File: src/rtl/ped_countdown_display.sv
// Pedestrian WALK/CLEAR countdown timer driving a multiplexed 7-segment display.
// Optional macro PED_LZ_BLANK_EN blanks leading zero digits above the units digit.
module ped_countdown_display #(
   parameter int FCLK_HZ        = 100_000_000,
   parameter int NUM_DIGITS     = 2,
   parameter int CLEAR_SECS     = 5,
   parameter int MUX_HZ         = 1000,
   parameter int FLASH_HZ       = 2,
   parameter int SEG_ACTIVE_LOW = 1,
   parameter int AN_ACTIVE_LOW  = 1
) (
   input  logic                  clk,
   input  logic                  rst_n,
   input  logic                  walk_start,
   input  logic                  abort,
   input  logic [13:0]           walk_secs,
   output logic                  busy,
   output logic                  walk_led,
   output logic                  dont_walk_led,
   output logic                  walk_done,
   output logic                  aborted,
   output logic [6:0]            seg,
   output logic [NUM_DIGITS-1:0] an
);

   localparam int MAX_REM    = (NUM_DIGITS == 1) ? 9 : (NUM_DIGITS == 2) ? 99 :
                               (NUM_DIGITS == 3) ? 999 : 9999;
   localparam int CLEAR_INIT = (CLEAR_SECS > MAX_REM) ? MAX_REM : CLEAR_SECS;
   localparam int MUX_RAW    = FCLK_HZ / MUX_HZ;
   localparam int MUX_DIV    = (MUX_RAW < 1) ? 1 : MUX_RAW;
   localparam int FLASH_RAW  = FCLK_HZ / (2 * FLASH_HZ);
   localparam int FLASH_DIV  = (FLASH_RAW < 1) ? 1 : FLASH_RAW;
   localparam int SEC_W      = (FCLK_HZ > 1) ? $clog2(FCLK_HZ) : 1;
   localparam int MUX_W      = (MUX_DIV > 1) ? $clog2(MUX_DIV) : 1;
   localparam int FLASH_W    = (FLASH_DIV > 1) ? $clog2(FLASH_DIV) : 1;
   localparam int IDX_W      = (NUM_DIGITS > 1) ? $clog2(NUM_DIGITS) : 1;
   localparam int BCD_W      = 4 * NUM_DIGITS;
   localparam logic [6:0] SEG_OFF = (SEG_ACTIVE_LOW != 0) ? 7'h7F : 7'h00;
   localparam logic [NUM_DIGITS-1:0] AN_OFF =
      (AN_ACTIVE_LOW != 0) ? {NUM_DIGITS{1'b1}} : {NUM_DIGITS{1'b0}};

   typedef enum logic [1:0] {IDLE, WALK, CLEAR} state_t;

   state_t               state, state_next;
   logic [13:0]          rem, rem_next;
   logic [SEC_W-1:0]     sec_cnt;
   logic [MUX_W-1:0]     mux_cnt;
   logic [FLASH_W-1:0]   flash_cnt;
   logic [IDX_W-1:0]     digit_idx;
   logic                 flash_q;
   logic                 sec_tick, start_acc, clear_entry, done_next, abort_next;
   logic [BCD_W-1:0]     bcd;
   logic [3:0]           cur_digit;
   logic                 blank_cur;
   logic [6:0]           seg_pat;
   logic [NUM_DIGITS-1:0] an_onehot;

   function automatic logic [6:0] seg_encode(input logic [3:0] digit);
      case (digit)
         4'd0:    seg_encode = 7'h7E;
         4'd1:    seg_encode = 7'h30;
         4'd2:    seg_encode = 7'h6D;
         4'd3:    seg_encode = 7'h79;
         4'd4:    seg_encode = 7'h33;
         4'd5:    seg_encode = 7'h5B;
         4'd6:    seg_encode = 7'h5F;
         4'd7:    seg_encode = 7'h70;
         4'd8:    seg_encode = 7'h7F;
         4'd9:    seg_encode = 7'h7B;
         default: seg_encode = 7'h00;
      endcase
   endfunction

   assign sec_tick      = (state != IDLE) && (sec_cnt == SEC_W'(FCLK_HZ - 1));
   assign busy          = (state != IDLE);
   assign walk_led      = (state == WALK);
   assign dont_walk_led = (state == CLEAR) ? flash_q : (state == IDLE);

   always_ff @(posedge clk) begin
      if (!rst_n) state <= IDLE;
      else        state <= state_next;
   end

   // Abort outranks both a new start and a coincident seconds tick.
   always_comb begin
      state_next  = state;
      rem_next    = rem;
      start_acc   = 1'b0;
      clear_entry = 1'b0;
      done_next   = 1'b0;
      abort_next  = 1'b0;
      case (state)
         IDLE: begin
            if (walk_start && !abort) begin
               state_next = WALK;
               rem_next   = (walk_secs > 14'(MAX_REM)) ? 14'(MAX_REM) : walk_secs;
               start_acc  = 1'b1;
            end
         end
         WALK: begin
            if (abort) begin
               state_next = IDLE;
               rem_next   = '0;
               abort_next = 1'b1;
            end else if (sec_tick) begin
               if (rem != '0) begin
                  rem_next = rem - 14'd1;
               end else begin
                  state_next  = CLEAR;
                  rem_next    = 14'(CLEAR_INIT);
                  clear_entry = 1'b1;
               end
            end
         end
         CLEAR: begin
            if (abort) begin
               state_next = IDLE;
               rem_next   = '0;
               abort_next = 1'b1;
            end else if (sec_tick) begin
               if (rem != '0) begin
                  rem_next = rem - 14'd1;
               end else begin
                  state_next = IDLE;
                  rem_next   = '0;
                  done_next  = 1'b1;
               end
            end
         end
         default: state_next = IDLE;
      endcase
   end

   always_ff @(posedge clk) begin
      if (!rst_n) begin
         rem       <= '0;
         sec_cnt   <= '0;
         mux_cnt   <= '0;
         flash_cnt <= '0;
         digit_idx <= '0;
         flash_q   <= 1'b1;
         walk_done <= 1'b0;
         aborted   <= 1'b0;
         seg       <= SEG_OFF;
         an        <= AN_OFF;
      end else begin
         rem       <= rem_next;
         walk_done <= done_next;
         aborted   <= abort_next;
         if (state == IDLE || start_acc || sec_tick) sec_cnt <= '0;
         else                                        sec_cnt <= sec_cnt + SEC_W'(1);
         if (clear_entry) begin
            flash_cnt <= '0;
            flash_q   <= 1'b1;
         end else if (state == CLEAR) begin
            if (flash_cnt == FLASH_W'(FLASH_DIV - 1)) begin
               flash_cnt <= '0;
               flash_q   <= ~flash_q;
            end else begin
               flash_cnt <= flash_cnt + FLASH_W'(1);
            end
         end
         if (mux_cnt == MUX_W'(MUX_DIV - 1)) begin
            mux_cnt <= '0;
            if (digit_idx == IDX_W'(NUM_DIGITS - 1)) digit_idx <= '0;
            else                                     digit_idx <= digit_idx + IDX_W'(1);
         end else begin
            mux_cnt <= mux_cnt + MUX_W'(1);
         end
         if (state == IDLE) begin
            seg <= SEG_OFF;
            an  <= AN_OFF;
         end else begin
            seg <= blank_cur ? SEG_OFF : ((SEG_ACTIVE_LOW != 0) ? ~seg_pat : seg_pat);
            an  <= (AN_ACTIVE_LOW != 0) ? ~an_onehot : an_onehot;
         end
      end
   end

   // Shift-and-add-3 binary to BCD; rem never exceeds the digit capacity.
   always_comb begin
      bcd = '0;
      for (int i = 13; i >= 0; i--) begin
         for (int d = 0; d < NUM_DIGITS; d++)
            if (bcd[4*d +: 4] > 4'd4) bcd[4*d +: 4] = bcd[4*d +: 4] + 4'd3;
         bcd = {bcd[BCD_W-2:0], rem[i]};
      end
   end

   always_comb begin
      cur_digit = 4'd0;
      for (int d = 0; d < NUM_DIGITS; d++)
         if (digit_idx == IDX_W'(d)) cur_digit = bcd[4*d +: 4];
   end

   assign seg_pat   = seg_encode(cur_digit);
   assign an_onehot = NUM_DIGITS'(1) << digit_idx;

`ifdef PED_LZ_BLANK_EN
   logic [NUM_DIGITS-1:0] lead_zero;
   logic                  zero_run;

   always_comb begin
      lead_zero = '0;
      zero_run  = 1'b1;
      for (int d = NUM_DIGITS - 1; d >= 1; d--) begin
         zero_run     = zero_run && (bcd[4*d +: 4] == 4'd0);
         lead_zero[d] = zero_run;
      end
   end

   always_comb begin
      blank_cur = 1'b0;
      for (int d = 0; d < NUM_DIGITS; d++)
         if (digit_idx == IDX_W'(d)) blank_cur = lead_zero[d];
   end
`else
   assign blank_cur = 1'b0;
`endif

endmodule

File: config.mk
export PLATFORM = sky130hd
export DESIGN_NAME = ped_countdown_display
export DESIGN_NICKNAME = d
export VERILOG_FILES = /design/src/rtl/ped_countdown_display.sv
export SDC_FILE = /design/constraint.sdc
export NUM_CORES = 1
export LEC_CHECK = 0
export ABC_CLOCK_PERIOD_IN_PS = 14600
export CORE_ASPECT_RATIO = 0.75
export CORE_MARGIN = 2
export CORE_UTILIZATION = 30
export CTS_CLUSTER_SIZE = 16
export DETAILED_ROUTE_END_ITERATION = 7
export PLACE_DENSITY = 0.44
export SYNTH_ARGS = -nofsm -noshare
export SYNTH_HDL_FRONTEND = slang
export SYNTH_SLANG_ARGS = --single-unit
File: constraint.sdc
create_clock -name clk -period 14.6 [get_ports clk]
set_input_delay 2.92 -clock clk [delete_from_list [all_inputs] [get_ports clk]]
set_output_delay 2.92 -clock clk [all_outputs]
set_load 0.02 [all_outputs]
==> flow_summary.yaml <==
floorplan:
  start_util: 0.302
  fp-row-count: 51
  die_w_um: 190
  die-area_um2: 27300
  core_area_um2: 25800
  ios: 32
  die_y_um: 144
final_layout:
  syn2layout_area_growth_pct: 10.1
  fin_nets: 1063
  design_area_um2: 8580
  fillCellCount: 2750
  antenna_cells: 0
  drive_gt1_frac: 0.0527
route:
  drc: 0
  routed_wl_um: 20900
  antenna_left: 0
  drtIter0Drc: 524
  first_pass_iters: 4
  wl_per_cell_um: 15.3
  dr_total_vias: 7459
  via_per_inst: 5.45
timing:
  clock_skew_ns: 0.00738
  fin_hold_ws_ns: 0.467
  hold_viol_final: 0
  max_freq_mhz: 113
  layout_min_cycle_time_ns: 8.86
  drv_slew: 0
  rsz0062_at_grt: "false"
  worst_slew_pin_slew_ns: 1.01
  min_period_over_period: 0.607
  finalSetupViolCount: 0
  slew_headroom: 0.324
  fin_tns_setup_ns: 0
synthesis:
  postSynth.asyncResetShare: 0
  synthesis.nets: 1075
  syn_area_um2: 7800
  synth-seq-area-share: 0.252
  synth_most_common_cell: "nor2_1"
  synth_ff_type: "dfxtp_1"
  synth_common_cells: "120 x nor2_1, 98 x dfxtp_1, 90 x nand2_1"
  synth_warnings: 0
  synth-seq-cells: 98
  synth_edf_count: 0
  synth_top_area_frac: 0.252
  synth_largest_area_cell: "dfxtp_1"
  syn_area_per_cell_um2: 7.56
  yosys.cell_types.count: 96
  syn_inst: 1032
  synth_area_leaders: "dfxtp_1 25%, nor2_1 5.8%, xor2_1 4.9%, nand2_1 4.3%, ha_1 4.0%"
power_and_ir_drop:
  p_comb_frac: 0.501
  pwr-share-seq: 0.290
  vdd_drop_max_v: 0.0000717
  clkPwrFrac: 0.209
  p_leak_uw: 0.00293
  intPower_uw: 619
  swShare: 0.435
  switching_power_uw: 477
  p_per_area_nw_per_um2: 128
clock_tree:
  cts_setup_buffers: 0
  htreeDepth: 3
  cts_resized: 0
  cts_buffer_depth: 2
  clkSinkCount: 98
  cts.reportedPaths.clkPinSlew_ns: 0.07
  root_buffer: "clkbuf_16"
  holdBufCountCts: 0
  cts_tree: "yes"
  cts_buffers: 9
  clock_latency_ns: 0.35
grt:
  grt-ovfl-total: 0
  first_global_vias: 6662
  gr-usage-met2: 0.217
  grt_util_met1: 0.235
  grt_pass1_wl_um: 34600
  grt_max_degree: 31
  antenna_found_initial: 0
  top_usage_layer: "met1"
  track_usage: 0.154
  grt.met3_usage: 0.0361
place:
  dpl.hpwl_um: 15300
  place_area_um2: 8300
  portBuffers: 31
  gp_routability_congestion: 0.816
critical_path:
  crit_family: "compound AO/OA/AOI/OAI gates"
  crit_type: "reg -> reg"
  crit_arrival_ns: 9.09
  end_kind: "register"
  path_buf_inv: 4
  slowest_stage: "a21oi_1"
  required_ns: 14.83
  slowest_delay_ns: 0.70
  cp_max_fo: 15
  critical_path.startpoint_type: "register"
run:
  cap_violations: 0
min_path:
  min_path_type: "reg -> reg"
status:
  status: "finished clean"
==> path summary, 6_finish.rpt <==
kind,from,endpoint,slack (ns),cells past startpoint
max,rem[11],seg[1],5.74,33
min,sec_cnt[0],sec_cnt[0],0.47,1
max reg2reg,rem[11],seg[1],5.74,33
min reg2reg,sec_cnt[0],sec_cnt[0],0.47,1
==> layer usage <==
layer / vias up / part of all wire
met2: 170 / 0.41
met1: 3489 / 0.53
met5: - / 0
met4: 0 / 0.0088
li1: 3787 / -
met3: 13 / 0.053
==> registers in the layout (all words and copies together) (netlist names) <==
name / count
aborted: 1
an: 2
digit_idx: 1
flash_cnt: 25
flash_q: 1
mux_cnt: 17
rem: 14
sec_cnt: 27
seg: 7
state: 2
walk_done: 1
==> stage by stage <==
step / util / total power [uW] / setup WS, ns / cells
after floorplan: - / 736 / 7.23 / 1032
after CTS: 0.333 / 1110 / 5.76 / 1369
after detailed placement: 0.322 / 868 / 5.80 / 1353
after global routing: 0.333 / 1190 / 4.89 / 1369
after global placement: 0.322 / 874 / 5.98 / 1353
final: 0.333 / 1100 / 5.74 / 1369
==> cells by family (layout without fill, tap and decap cells) <==
family,Yosys count,in the layout,share of synthesized area
simple gates,470,470,0.304
compound gates,253,253,0.241
flops,98,98,0.252
buf+inv,93,86,0.0513
xor+xnor,77,77,0.0902
fa+ha+maj,26,26,0.0414
mux,15,15,0.0207
==> cell type report <==
type | count | area, um2 | share of cell area
Tap cell | 344 | 430 | 0.0501
Clock inverter | 5 | 37.5 | 0.00437
Multi-Input combinational cell | 841 | 5440 | 0.633
Clock buffer | 11 | 243 | 0.0283
Timing Repair Buffer | 36 | 348 | 0.0405
Sequential cell | 98 | 1960 | 0.229
Inverter | 34 | 128 | 0.0149
==> power by group through the flow <==
stage | logic [uW] | clock network [uW] | registers, uW
4_1_cts | 547 | 242 | 317
3_3_place_gp | 550 | 0 | 324
5_1_grt | 611 | 253 | 322
2_1_floorplan | 427 | 0 | 309
3_5_place_dp | 545 | 0 | 323
6_report | 549 | 229 | 317
==> cell usage in the layout (no fill, tap or decap), types with 6 or more instances in the layout <==
master	Yosys	final
nand2_1	90	90
nor2b_1	14	14
and3_1	23	23
nor4b_1	6	6
and2_1	16	16
mux2_2	6	6
xnor2_1	30	30
a31oi_1	11	11
o211ai_1	9	9
clkdlybuf4s50_1	0	31
xor2_1	44	44
o221ai_1	6	6
o31ai_1	8	8
dfxtp_1	98	98
or3_1	7	7
nor2_1	120	120
a211oi_1	12	12
nand2b_1	8	8
nand3_1	62	62
nor3_1	47	47
o32ai_1	7	7
mux2i_1	8	8
a21o_1	7	7
a21boi_0	7	7
inv_1	32	32
ha_1	25	25
clkbuf_16	0	9
a21oi_1	40	40
nand4_1	26	26
nor4_1	21	21
o21ai_0	45	45
(Power assumes the default switching activity.)
